--- src/rtl/sccb_pkg.sv ---
// Shared types and constants for the SCCB slave: FSM state encoding,
// default device address and byte/register-address widths.
package sccb_pkg;

    localparam int BYTE_W     = 8;
    localparam int ADDR_W     = 16;
    localparam int DEV_ADDR_W = 7;

    localparam logic [DEV_ADDR_W-1:0] DEV_ADDR_DEFAULT = 7'h3C;

    typedef enum logic [3:0] {
        IDLE,
        DEVADDR,
        ACK_DEV,
        REG_HI,
        ACK_HI,
        REG_LO,
        ACK_LO,
        WDATA,
        ACK_W,
        RDATA,
        RACK
    } sccb_state_e;

endpackage

--- src/rtl/sccb_slave_filter.sv ---
// SCL/SDA conditioning: 2-FF synchronizer, FILTER_LEN-sample stability filter,
// and single-cycle SCL rise/fall and START/STOP pulses.
module sccb_slave_filter #(
    parameter int FILTER_LEN = 3
) (
    input  logic clk_i,
    input  logic rst_i,
    input  logic scl_i,
    input  logic sda_i,
    output logic sda_o,
    output logic scl_rise_o,
    output logic scl_fall_o,
    output logic start_o,
    output logic stop_o
);

    logic [1:0]            scl_sync_q, sda_sync_q;
    logic [FILTER_LEN-1:0] scl_hist_q, sda_hist_q;
    logic                  scl_q, sda_q;
    logic                  scl_d, sda_d;
    logic                  scl_rise_q, scl_fall_q, start_q, stop_q;

    // A level is accepted only once the whole history window agrees.
    always_comb begin
        scl_d = scl_q;
        sda_d = sda_q;
        if (&scl_hist_q)
            scl_d = 1'b1;
        else if (~|scl_hist_q)
            scl_d = 1'b0;
        if (&sda_hist_q)
            sda_d = 1'b1;
        else if (~|sda_hist_q)
            sda_d = 1'b0;
    end

    always_ff @(posedge clk_i) begin
        if (rst_i) begin
            scl_sync_q <= '1;
            sda_sync_q <= '1;
            scl_hist_q <= '1;
            sda_hist_q <= '1;
            scl_q      <= 1'b1;
            sda_q      <= 1'b1;
            scl_rise_q <= 1'b0;
            scl_fall_q <= 1'b0;
            start_q    <= 1'b0;
            stop_q     <= 1'b0;
        end else begin
            scl_sync_q <= {scl_sync_q[0], scl_i};
            sda_sync_q <= {sda_sync_q[0], sda_i};
            scl_hist_q <= (scl_hist_q << 1) | FILTER_LEN'(scl_sync_q[1]);
            sda_hist_q <= (sda_hist_q << 1) | FILTER_LEN'(sda_sync_q[1]);
            scl_q      <= scl_d;
            sda_q      <= sda_d;
            scl_rise_q <= ~scl_q & scl_d;
            scl_fall_q <= scl_q & ~scl_d;
            // SCL must be high both before and after the SDA change.
            start_q    <= scl_q & scl_d & sda_q & ~sda_d;
            stop_q     <= scl_q & scl_d & ~sda_q & sda_d;
        end
    end

    assign sda_o      = sda_q;
    assign scl_rise_o = scl_rise_q;
    assign scl_fall_o = scl_fall_q;
    assign start_o    = start_q;
    assign stop_o     = stop_q;

endmodule

--- src/rtl/sccb_slave.sv ---
// SCCB (I2C-style) register-access slave with 16-bit register addressing.
// Read transfers are built only when SCCB_SLAVE_READ_EN is defined.
module sccb_slave
    import sccb_pkg::*;
#(
    parameter logic [DEV_ADDR_W-1:0] DEV_ADDR   = DEV_ADDR_DEFAULT,
    parameter int                    FILTER_LEN = 3
) (
    input  logic              clk_25M,
    input  logic              camera_rst,
    input  logic              i2c_sclk,
    input  logic              i2c_sdat_in,
    output logic              i2c_sdat_oe,
    output logic              wr_en,
    output logic [ADDR_W-1:0] reg_addr,
    output logic [BYTE_W-1:0] wr_data,
    output logic              rd_req,
    input  logic [BYTE_W-1:0] rd_data,
    output logic              busy
);

    logic scl_rise, scl_fall, start_det, stop_det, sda_f;

    sccb_slave_filter #(
        .FILTER_LEN(FILTER_LEN)
    ) u_filter (
        .clk_i      (clk_25M),
        .rst_i      (camera_rst),
        .scl_i      (i2c_sclk),
        .sda_i      (i2c_sdat_in),
        .sda_o      (sda_f),
        .scl_rise_o (scl_rise),
        .scl_fall_o (scl_fall),
        .start_o    (start_det),
        .stop_o     (stop_det)
    );

    sccb_state_e       state_q;
    logic [3:0]        bit_cnt_q;
    logic [BYTE_W-1:0] shift_q;
    logic [ADDR_W-1:0] reg_addr_q;
    logic [BYTE_W-1:0] wr_data_q;
    logic              oe_q, wr_en_q, rd_req_q, busy_q;
    logic              rx_state, byte_done, dev_match;

    assign rx_state  = state_q inside {DEVADDR, REG_HI, REG_LO, WDATA};
    assign byte_done = scl_fall && (bit_cnt_q == 4'd8);
    assign dev_match = (shift_q[7:1] == DEV_ADDR);

`ifdef SCCB_SLAVE_READ_EN
    logic [BYTE_W-1:0] tx_q;
    logic              rd_pend_q, rw_q, mack_q;
`else
    logic unused_rd;
    assign unused_rd = ^rd_data;
`endif

    always_ff @(posedge clk_25M) begin
        if (camera_rst) begin
            state_q    <= IDLE;
            bit_cnt_q  <= '0;
            shift_q    <= '0;
            reg_addr_q <= '0;
            wr_data_q  <= '0;
            oe_q       <= 1'b0;
            wr_en_q    <= 1'b0;
            rd_req_q   <= 1'b0;
            busy_q     <= 1'b0;
`ifdef SCCB_SLAVE_READ_EN
            tx_q       <= '0;
            rd_pend_q  <= 1'b0;
            rw_q       <= 1'b0;
            mack_q     <= 1'b0;
`endif
        end else begin
            wr_en_q  <= 1'b0;
            rd_req_q <= 1'b0;
`ifdef SCCB_SLAVE_READ_EN
            // Read data arrives one cycle after the request strobe.
            rd_pend_q <= rd_req_q;
            if (rd_pend_q)
                tx_q <= rd_data;
`endif
            if (stop_det) begin
                state_q <= IDLE;
                oe_q    <= 1'b0;
                busy_q  <= 1'b0;
            end else if (start_det) begin
                state_q   <= DEVADDR;
                bit_cnt_q <= '0;
                oe_q      <= 1'b0;
            end else begin
                if (rx_state && scl_rise && bit_cnt_q != 4'd8) begin
                    shift_q   <= {shift_q[BYTE_W-2:0], sda_f};
                    bit_cnt_q <= bit_cnt_q + 4'd1;
                end
                case (state_q)
                    DEVADDR: if (byte_done) begin
                        bit_cnt_q <= '0;
                        if (dev_match && !shift_q[0]) begin
                            state_q <= ACK_DEV;
                            oe_q    <= 1'b1;
                            busy_q  <= 1'b1;
`ifdef SCCB_SLAVE_READ_EN
                            rw_q    <= 1'b0;
                        end else if (dev_match && shift_q[0]) begin
                            // Fetch early so the MSB is ready at the ACK's closing fall.
                            state_q  <= ACK_DEV;
                            oe_q     <= 1'b1;
                            busy_q   <= 1'b1;
                            rw_q     <= 1'b1;
                            rd_req_q <= 1'b1;
`endif
                        end else begin
                            state_q <= IDLE;
                            busy_q  <= 1'b0;
                        end
                    end
                    ACK_DEV: if (scl_fall) begin
`ifdef SCCB_SLAVE_READ_EN
                        if (rw_q) begin
                            state_q   <= RDATA;
                            bit_cnt_q <= '0;
                            oe_q      <= ~tx_q[7];
                        end else begin
                            state_q <= REG_HI;
                            oe_q    <= 1'b0;
                        end
`else
                        state_q <= REG_HI;
                        oe_q    <= 1'b0;
`endif
                    end
                    REG_HI: if (byte_done) begin
                        reg_addr_q[15:8] <= shift_q;
                        bit_cnt_q        <= '0;
                        state_q          <= ACK_HI;
                        oe_q             <= 1'b1;
                    end
                    ACK_HI: if (scl_fall) begin
                        state_q <= REG_LO;
                        oe_q    <= 1'b0;
                    end
                    REG_LO: if (byte_done) begin
                        reg_addr_q[7:0] <= shift_q;
                        bit_cnt_q       <= '0;
                        state_q         <= ACK_LO;
                        oe_q            <= 1'b1;
                    end
                    ACK_LO: if (scl_fall) begin
                        state_q <= WDATA;
                        oe_q    <= 1'b0;
                    end
                    WDATA: if (byte_done) begin
                        wr_en_q   <= 1'b1;
                        wr_data_q <= shift_q;
                        bit_cnt_q <= '0;
                        state_q   <= ACK_W;
                        oe_q      <= 1'b1;
                    end
                    ACK_W: if (scl_fall) begin
                        reg_addr_q <= reg_addr_q + 16'd1;
                        state_q    <= WDATA;
                        oe_q       <= 1'b0;
                    end
`ifdef SCCB_SLAVE_READ_EN
                    RDATA: begin
                        if (scl_rise)
                            bit_cnt_q <= bit_cnt_q + 4'd1;
                        if (scl_fall) begin
                            if (bit_cnt_q == 4'd8) begin
                                state_q    <= RACK;
                                oe_q       <= 1'b0;
                                reg_addr_q <= reg_addr_q + 16'd1;
                            end else begin
                                oe_q <= ~tx_q[6];
                                tx_q <= tx_q << 1;
                            end
                        end
                    end
                    RACK: begin
                        if (scl_rise) begin
                            mack_q   <= ~sda_f;
                            rd_req_q <= ~sda_f;
                        end
                        if (scl_fall) begin
                            if (mack_q) begin
                                state_q   <= RDATA;
                                bit_cnt_q <= '0;
                                oe_q      <= ~tx_q[7];
                            end else begin
                                state_q <= IDLE;
                            end
                        end
                    end
`endif
                    default: ;
                endcase
            end
        end
    end

    assign i2c_sdat_oe = oe_q;
    assign wr_en       = wr_en_q;
    assign reg_addr    = reg_addr_q;
    assign wr_data     = wr_data_q;
    assign busy        = busy_q;
`ifdef SCCB_SLAVE_READ_EN
    assign rd_req      = rd_req_q;
`else
    assign rd_req      = 1'b0;
`endif

endmodule
--- config.mk ---
export PLATFORM = sky130hd
export DESIGN_NAME = sccb_slave
export DESIGN_NICKNAME = d
export VERILOG_FILES = /design/src/rtl/sccb_pkg.sv /design/src/rtl/sccb_slave_filter.sv /design/src/rtl/sccb_slave.sv
export SDC_FILE = /design/constraint.sdc
export NUM_CORES = 1
export LEC_CHECK = 0
export BUFFER_PORTS_ARGS = -buffer_cell sky130_fd_sc_hd__buf_4
export CAP_MARGIN = 20
export CORE_UTILIZATION = 46
export CTS_CLUSTER_SIZE = 24
export DETAILED_ROUTE_END_ITERATION = 12
export PLACE_DENSITY = 0.66
export SKIP_CTS_REPAIR_TIMING = 1
export SYNTH_ARGS = -nofsm -noshare
export SYNTH_HDL_FRONTEND = slang
export SYNTH_SLANG_ARGS = --single-unit
--- constraint.sdc ---
create_clock -name clk_25M -period 2.5 [get_ports clk_25M]
set_clock_uncertainty 0.2 [all_clocks]
set_input_delay 0.125 -clock clk_25M [delete_from_list [all_inputs] [get_ports clk_25M]]
set_output_delay 0.125 -clock clk_25M [all_outputs]
set_load 0.02 [all_outputs]
# Yosys cells after proc, flatten, opt, wreduce, memory -nomap -nowiden
# Index checks and enable logic that the tools add are counted.
# classes
muxes,29
eq_ne,29
bitwise,16
n_addsub,2
n_reduce_logical,30
# op_table
cell,n
2-to-1 mux 4 bit,11
case mux 8 bit (2 select lines),2
case mux 4 bit (7 select lines),1
adder 16 x 1 -> 16 bit (second input constant),1
equality test 4 x 3 -> 1 bit (second input constant),4
2-to-1 mux 16 bit,1
AND reduction 8 bit,2
AND reduction 5 bit,3
!= test 2 x 1 -> 1 bit (second input constant),7
!= test 3 x 2 -> 1 bit (second input constant),4
AND reduction 3 bit,4
OR reduction 3 bit,4
OR reduction 4 bit,3
2-to-1 mux 1 bit,11
!= test 3 x 1 -> 1 bit (second input constant),3
equality test 4 x 2 -> 1 bit (second input constant),2
equality test 4 bit (second input constant),2
2-to-1 mux 8 bit,1
!= test 2 bit (second input constant),4
nonzero test 8 bit,1
bitwise AND 1 bit,7
equality test 7 x 6 -> 1 bit (second input constant),1
NOT 1 bit,7
nonzero test 7 bit,1
13 further kinds,19
# word_totals
ff_bits,59
out_inout_bits,28
inputBits,12

# Logic depth before layout (Yosys ltp)
# Gate-level depths: netlist (run 1).
# depth
ltp_word,8
mapped_depth,9

# Cells and area by module
# From an unflattened synthesis (run 1), not the netlist that was laid out.
# unflattened
cells_unflattened,329
area_unflattened_um2,2806.4
# modules_own_cells
module,cells_each,seq_area_each_um2,area_per_inst_um2,instances
sccb_slave,285,860.8,2312.2,1
sccb_slave_filter,44,320.3,494.2,1

# Worst setup path after synthesis (run 1)
# No wires, ideal clock.
# synth_path
path_kind,reg-to-reg
startpoint,register state_q[0]
endpoint,"register reg_addr_q[10], in the netlist reg_addr[10]"
slack_ns,0.569
arrival_ns,1.612
stages_incl_launch_ff,7
t_required_ns,2.181
path_cell_list,dfxtp_1 buf_6 nor4b_4 nand2_4 a21o_2 buf_6 o221a_1
# synth_via
elab_chain_cells,3
word_cells_on_any_way,7
# synth_lines
element,line_no,rtl
from (decl),sccb_slave.sv:38,sccb_state_e state_q;
from (signal assigned),sccb_slave.sv:60,state_q <= IDLE;
from (signal assigned),sccb_slave.sv:85,state_q <= IDLE;
from (signal assigned),sccb_slave.sv:89,state_q <= DEVADDR;
equality test 4 bit / equality test 4 x 2 -> 1 bit (equally long branches),sccb_slave.sv:97,case (state_q)
"!= test 2 x 1 -> 1 bit (no source line), or another cell as far along",n/a,
AND reduction 5 bit (no source line),n/a,
to (signal assigned),sccb_slave.sv:135,reg_addr_q[15:8] <= shift_q;
to (signal assigned),sccb_slave.sv:162,reg_addr_q <= reg_addr_q + 16'd1;
to (decl),sccb_slave.sv:41,logic [ADDR_W-1:0] reg_addr_q;
# Parallel ways exist; a longest one is shown, timed or not.
# A chain may end at the register's enable or synchronous reset.

# Final worst setup path (run 1)
# layout_path
startpoint,register state_q[0]
endpoint,"register reg_addr_q[9], in the netlist reg_addr[9]"
# Same word-level chain as after synthesis.

==> results.json, run 1 <==
{
  "finalHoldViolCount": 0,
  "synth-seq-area-share": 0.4214,
  "rows": 28,
  "postRouteAntennaNets": 0,
  "ys.flop_type": "dfxtp_1",
  "critPathMaxFanout": 14,
  "cts_tree": "built",
  "clock_sinks": 59,
  "finalSetupViolations": 0,
  "netlist_instances": 320,
  "synth_cell_type_count": 52,
  "dieArea_sq_um": 6409,
  "yosysTopAreaCell": "dfxtp_1",
  "drt-initial-drc-count": 166,
  "synth-compound-area-share": 0.1920,
  "synth.net_count": 335,
  "drive_above_1_share": 0.2191,
  "nets": 367,
  "grt_setup_unrepaired": "no",
  "clockBufferDepth": 2,
  "p_leak_nw": 1.255,
  "io_pins": 40,
  "status": "finished clean",
  "clkTransAtPathRegs_ns": 0.07,
  "cts_htree_levels": 3,
  "synth_mux_area_frac": 0.06071,
  "grt_pass1_vias": 2100,
  "crit_path_start_kind": "flip-flop",
  "post-route-period-util": 0.8958,
  "area_growth_pct": 17.32,
  "core_area_sq_um": 5886,
  "fillers": 553,
  "start_util": 0.4762,
  "avgViaCountPerCell": 5.666,
  "post_drt_wl_per_cell_um": 14.26,
  "globalplace.congestion": 0.8803,
  "routed_wl_um": 6148,
  "synth_top_family_by_area": "simple AND/OR/NAND/NOR gates",
  "synth.area.top_cells": "dfxtp_1 42%, mux2i_1 6.1%, a21oi_1 5.2%, nor2_1 4.8%, o21ai_0 3.0%",
  "drtPass1Iterations": 5,
  "yosysWarnings": 0,
  "vias": 2442,
  "internal_power_mw": 1.412,
  "power_frac_comb": 0.024,
  "maxCapViolCount": 0,
  "grt.total_usage": 0.2043,
  "critical_path_class": "flip-flop to flip-flop",
  "worstPathRequired_ns": 2.57,
  "synth_edf_count": 0,
  "synthAdderAreaFrac": 0.01339,
  "critPathCaptureType": "flip-flop",
  "maxSlewViolCount": 0,
  "clkLatencyLatePin_ns": 0.33,
  "grt_overflow": 0,
  "async_flop_share": 0,
  "antenna_found_initial": 0,
  "grt_max_degree": 54,
  "synthSimpleGateAreaFrac": 0.2607,
  "tns_ns": 0,
  "fin_crit_ns": 2.239,
  "netlist_area_sq_um": 2803,
  "crit_arrival_ns": 2.31,
  "regArea_sq_um": 1181,
  "netlist.area_leader.share": 0.4214,
  "switchingPower_mw": 0.3927,
  "final_common_cell": "dfxtp_1",
  "fmax_ghz": 0.4465,
  "multi_input_area_sq_um": 1480,
  "dieWidth_um": 80.06,
  "maxSlewHeadroom": 0.5998,
  "pwr-share-clk": 0.450,
  "cts_buffers": 9,
  "swShare": 0.2176,
  "hold_slack_ns": 0.03970,
  "synth-seq-cells": 59,
  "layout_common_cells": "59 x dfxtp_1, 40 x buf_4, 36 x nor2_1",
  "synth_xor_area_frac": 0,
  "die_h_um": 80.06,
  "ir_worst_vdd_uv": 522.7,
  "p_seq_frac": 0.526,
  "hold_path_class": "primary input to flip-flop",
  "root_buffer": "clkbuf_8",
  "synth.avg_cell_area_sq_um": 8.758,
  "worst_slew_pin_slew_ns": 0.5982,
  "p_per_area_nw_per_um2": 548.9,
  "port-buffer-count": 30,
  "drc": 0,
  "antenna_cells": 0,
  "grt_pass1_wl_um": 10100,
  "dp_hpwl_um": 4297
}
## flip-flops by register name, summed over array words and instances, names as in the netlist, 2 cells and up
register / flops
reg_addr: 16
u_filter.scl_sync_q: 2
u_filter.sda_hist_q: 3
u_filter.sda_sync_q: 2
state_q: 4
wr_data: 8
bit_cnt_q: 4
shift_q: 8
u_filter.scl_hist_q: 3
## layout make-up
class | instances | share of cell area
multi-input combinational | 232 | 0.4502
inverter | 8 | 0.009132
clock buffer | 10 | 0.03881
tap | 75 | 0.02854
timing repair buffer | 42 | 0.09741
clock inverter | 5 | 0.01674
sequential | 59 | 0.3592
## cell usage after synthesis, drive strengths merged (8+ instances only)
| library cell | instances |
|---|---|
| nor3 | 11 |
| nand4 | 11 |
| inv | 8 |
| dfxtp | 59 |
| o21ai | 17 |
| buf | 10 |
| nand3 | 9 |
| or2 | 12 |
| mux2i | 17 |
| nor2 | 37 |
| clkbuf | 11 |
| nand2 | 16 |
| a21oi | 30 |
## metrics by stage
step / power (mW) / setup WS (ns) / area, sq um / instances / util
2_1_floorplan: 1.001 / 0.5692 / 2803 / 320 / -
3_3_place_gp: 1.010 / 0.3180 / 3085 / 414 / 0.5242
3_5_place_dp: 1.011 / 0.2804 / 3085 / 414 / 0.5242
4_1_cts: 1.825 / 0.2642 / 3268 / 429 / 0.5553
5_1_grt: 1.866 / 0.1291 / 3288 / 431 / 0.5587
6_report: 1.805 / 0.2606 / 3288 / 431 / 0.5587
## worst max-delay path, cell delays in order (launching register included)
cell     delay (ns)
dfxtp_1        0.36
or4b_1         0.78
buf_4          0.28
nor4b_1        0.29
o21ai_0        0.13
a21oi_1        0.13
## path summary, 6_finish.rpt
kind	startpoint	end	slack [ns]	cells after the start
worst max-delay path	state_q[0]	reg_addr[9]	0.26	5
worst min-delay path	camera_rst	u_filter.scl_rise_o	0.04	2
worst max register to register	state_q[0]	reg_addr[9]	0.26	5
worst min register to register	u_filter.sda_sync_q[0]	u_filter.sda_sync_q[1]	0.21	1
## cells by family (layout without fill, tap and decap cells)
logic type / Yosys count / after routing
AOI/OAI and AO/OA: 83 / 83
DFF: 59 / 59
adders and majority gates: 3 / 3
buffers and inverters: 29 / 65
other: 1 / 1
muxes: 17 / 17
and+or+nand+nor: 128 / 128
## metal layers
layer,routed length [um],track usage,vias up
li1,-,-,1224
met1,2968,0.2850,1132
met2,2722,0.3000,75
met3,388,0.07273,11
met4,69,0.04643,0
met5,0,0,-
## power by group through the flow
stage	combinational, mW	sequential, mW	clock (mW)
floorplan	0.0297	0.971	0
global placement	0.0405	0.970	0
detailed placement	0.0412	0.970	0
CTS	0.0412	0.949	0.834
global route	0.0481	0.949	0.868
finish	0.0431	0.949	0.813
No activity file was read; power rests on OpenSTA's default activity.
==> run 2: changes to the inputs <==
Settings changed: ABC_AREA set to 1, CORE_ASPECT_RATIO set to 0.6, CTS_CLUSTER_SIZE 24 to 28.
==> run 2 against run 1 <==
Flip-flop and latch count unchanged. Cell area up 7.0%. Die area up 8.4%. Area after synthesis up 8.5%. Sequential share of layout area down 2.4 points. Clock power up 7.5%. Critical path depth up 1. Via count up 16%. Cell count up 31%. Synthesized cell count up 38%. Largest cell class unchanged.
==> results.json, run 2 <==
{
  "ys.flop_type": "dfxtp_1",
  "cts_htree_levels": 3,
  "grt_pass1_wl_um": 11720,
  "netlist_instances": 442,
  "synth-seq-cells": 59,
  "postRouteAntennaNets": 0,
  "synth.top_cells.by_count": "101 x nand2_1, 64 x inv_1, 59 x dfxtp_1, 50 x nor2_1, 26 x o21ai_0",
  "maxCapViolCount": 0,
  "drt-initial-drc-count": 282,
  "dieWidth_um": 107.0,
  "finalHoldViolCount": 0,
  "netlist.area_leader.share": 0.3885,
  "hold_path_class": "flip-flop to flip-flop",
  "async_flop_share": 0,
  "fmax_ghz": 0.4824,
  "synth.area.top_cells": "dfxtp_1 39%, nand2_1 12%, inv_1 7.9%, nor2_1 6.2%, o21ai_0 4.3%",
  "crit_arrival_ns": 2.10,
  "grt_setup_unrepaired": "no",
  "synth.avg_cell_area_sq_um": 6.879,
  "clockBufferDepth": 2,
  "clkLatencyLatePin_ns": 0.34,
  "worst_slew_pin_slew_ns": 0.5370,
  "final_common_cell": "nand2_1",
  "fin_util": 0.5631,
  "fin_crit_ns": 2.073,
  "critical_path_class": "flip-flop to flip-flop",
  "avgViaCountPerCell": 5.023,
  "synth-seq-area-share": 0.3885,
  "tns_ns": 0,
  "cts_buffers": 9,
  "routed_wl_um": 7051,
  "post_drt_wl_per_cell_um": 12.50,
  "layout_common_cells": "101 x nand2_1, 64 x inv_1, 59 x dfxtp_1",
  "root_buffer": "clkbuf_8",
  "cts_tree": "built",
  "io_pins": 40,
  "antenna_cells": 0,
  "synth.net_count": 457,
  "finalSetupViolations": 0,
  "drive_above_1_share": 0.1688,
  "area_growth_pct": 15.72,
  "largest_reg_flops": 16,
  "antenna_found_initial": 0,
  "core_area_sq_um": 6248,
  "ir_worst_vdd_uv": 313.9,
  "die_h_um": 64.98,
  "crit_path_start_kind": "flip-flop",
  "vias": 2833,
  "netlist_area_sq_um": 3040,
  "status": "finished clean",
  "globalplace.congestion": 0.8575,
  "p_per_area_nw_per_um2": 527.6,
  "grt_pass1_vias": 2442,
  "grt_max_degree": 26,
  "drc": 0,
  "worstPathRequired_ns": 2.52,
  "synth_cell_type_count": 38,
  "rows": 22,
  "clock_sinks": 59,
  "synth_edf_count": 0,
  "clkTransAtPathRegs_ns": 0.07,
  "grt.total_usage": 0.2194,
  "nets": 490,
  "dp_hpwl_um": 5124,
  "maxSlewHeadroom": 0.6416,
  "yosysTopAreaCell": "dfxtp_1",
  "start_util": 0.4866,
  "maxSlewViolCount": 0,
  "port-buffer-count": 30,
  "post-route-period-util": 0.8293,
  "yosysWarnings": 0,
  "critPathMaxFanout": 17,
  "p_leak_nw": 1.653,
  "dieArea_sq_um": 6949,
  "synth_most_common_cell": "nand2_1",
  "r2r_slack_ns": 0.43,
  "fillers": 612,
  "critPathCaptureType": "flip-flop",
  "drtPass1Iterations": 5,
  "grt_overflow": 0
}
run 2: critical path, cell delays in order (launching register included):
cell and delay (ns):
dfxtp_1 0.40, nor2_2 0.18, nand2_2 0.24, inv_1 0.49
nor2_1 0.08, nor3_1 0.26, a21oi_1 0.10
run 2: cells by family after synthesis:
kind of cell	Yosys count	synth area share
AND/OR/NAND/NOR	223	0.3370
buffers and inverters	80	0.1156
AO/OA/AOI/OAI	72	0.1337
flip-flops	59	0.3885
XOR/XNOR	4	0.01152
adder cells (fa/ha/maj)	3	0.01235
other	1	0.001233
run 2: metal layers:
metal | global-route usage | vias to the layer above | part of all wire
met5 | 0 | - | 0
met4 | 0.07877 | 0 | 0.011
met3 | 0.05131 | 9 | 0.070
met2 | 0.2879 | 102 | 0.37
met1 | 0.3374 | 1256 | 0.55
li1 | - | 1466 | -
run 2: area by class of cell:
cell class | instances | area [sq um] | area share
Clock buffer | 9 | 123.9 | 0.03521
Tap cell | 84 | 105.1 | 0.02987
Sequential cell | 59 | 1181 | 0.3357
Timing Repair Buffer | 35 | 270.3 | 0.07681
Inverter | 67 | 252.7 | 0.07183
Multi-Input combinational cell | 303 | 1508 | 0.4285
Clock inverter | 7 | 77.57 | 0.02205
run 2: path summary, 6_finish.rpt:
kind | startpoint | endpoint | cells past startpoint
worst max-delay path | state_q[0] | reg_addr[9] | 6
worst min-delay path | u_filter.scl_sync_q[0] | u_filter.scl_sync_q[1] | 1
worst max register to register | state_q[0] | reg_addr[9] | 6
worst min register to register | u_filter.scl_sync_q[0] | u_filter.scl_sync_q[1] | 1
run 2: report_power, final:
part | internal (mW) | total [mW] | switching (mW)
clock | 0.466 | 0.874 | 0.408
sequential | 0.944 | 0.945 | 0.000897
combinational | 0.0141 | 0.0375 | 0.0235
total | 1.42 | 1.86 | 0.432
run 2: metrics by stage:
stage / instance area, sq um / cells / power [mW] / hold WS [ns] / setup slack (ns)
3_5_place_dp: 3287 / 545 / 1.000 / 0.1126 / 0.4793
2_1_floorplan: 3040 / 442 / 0.9910 / 0.02881 / 0.7508
5_1_grt: 3518 / 564 / 1.929 / 0.2276 / 0.2385
4_1_cts: 3488 / 561 / 1.881 / -0.2580 / 0.4727
6_report: 3518 / 564 / 1.856 / 0.2161 / 0.4269
3_3_place_gp: 3287 / 545 / 0.9993 / 0.1091 / 0.5079
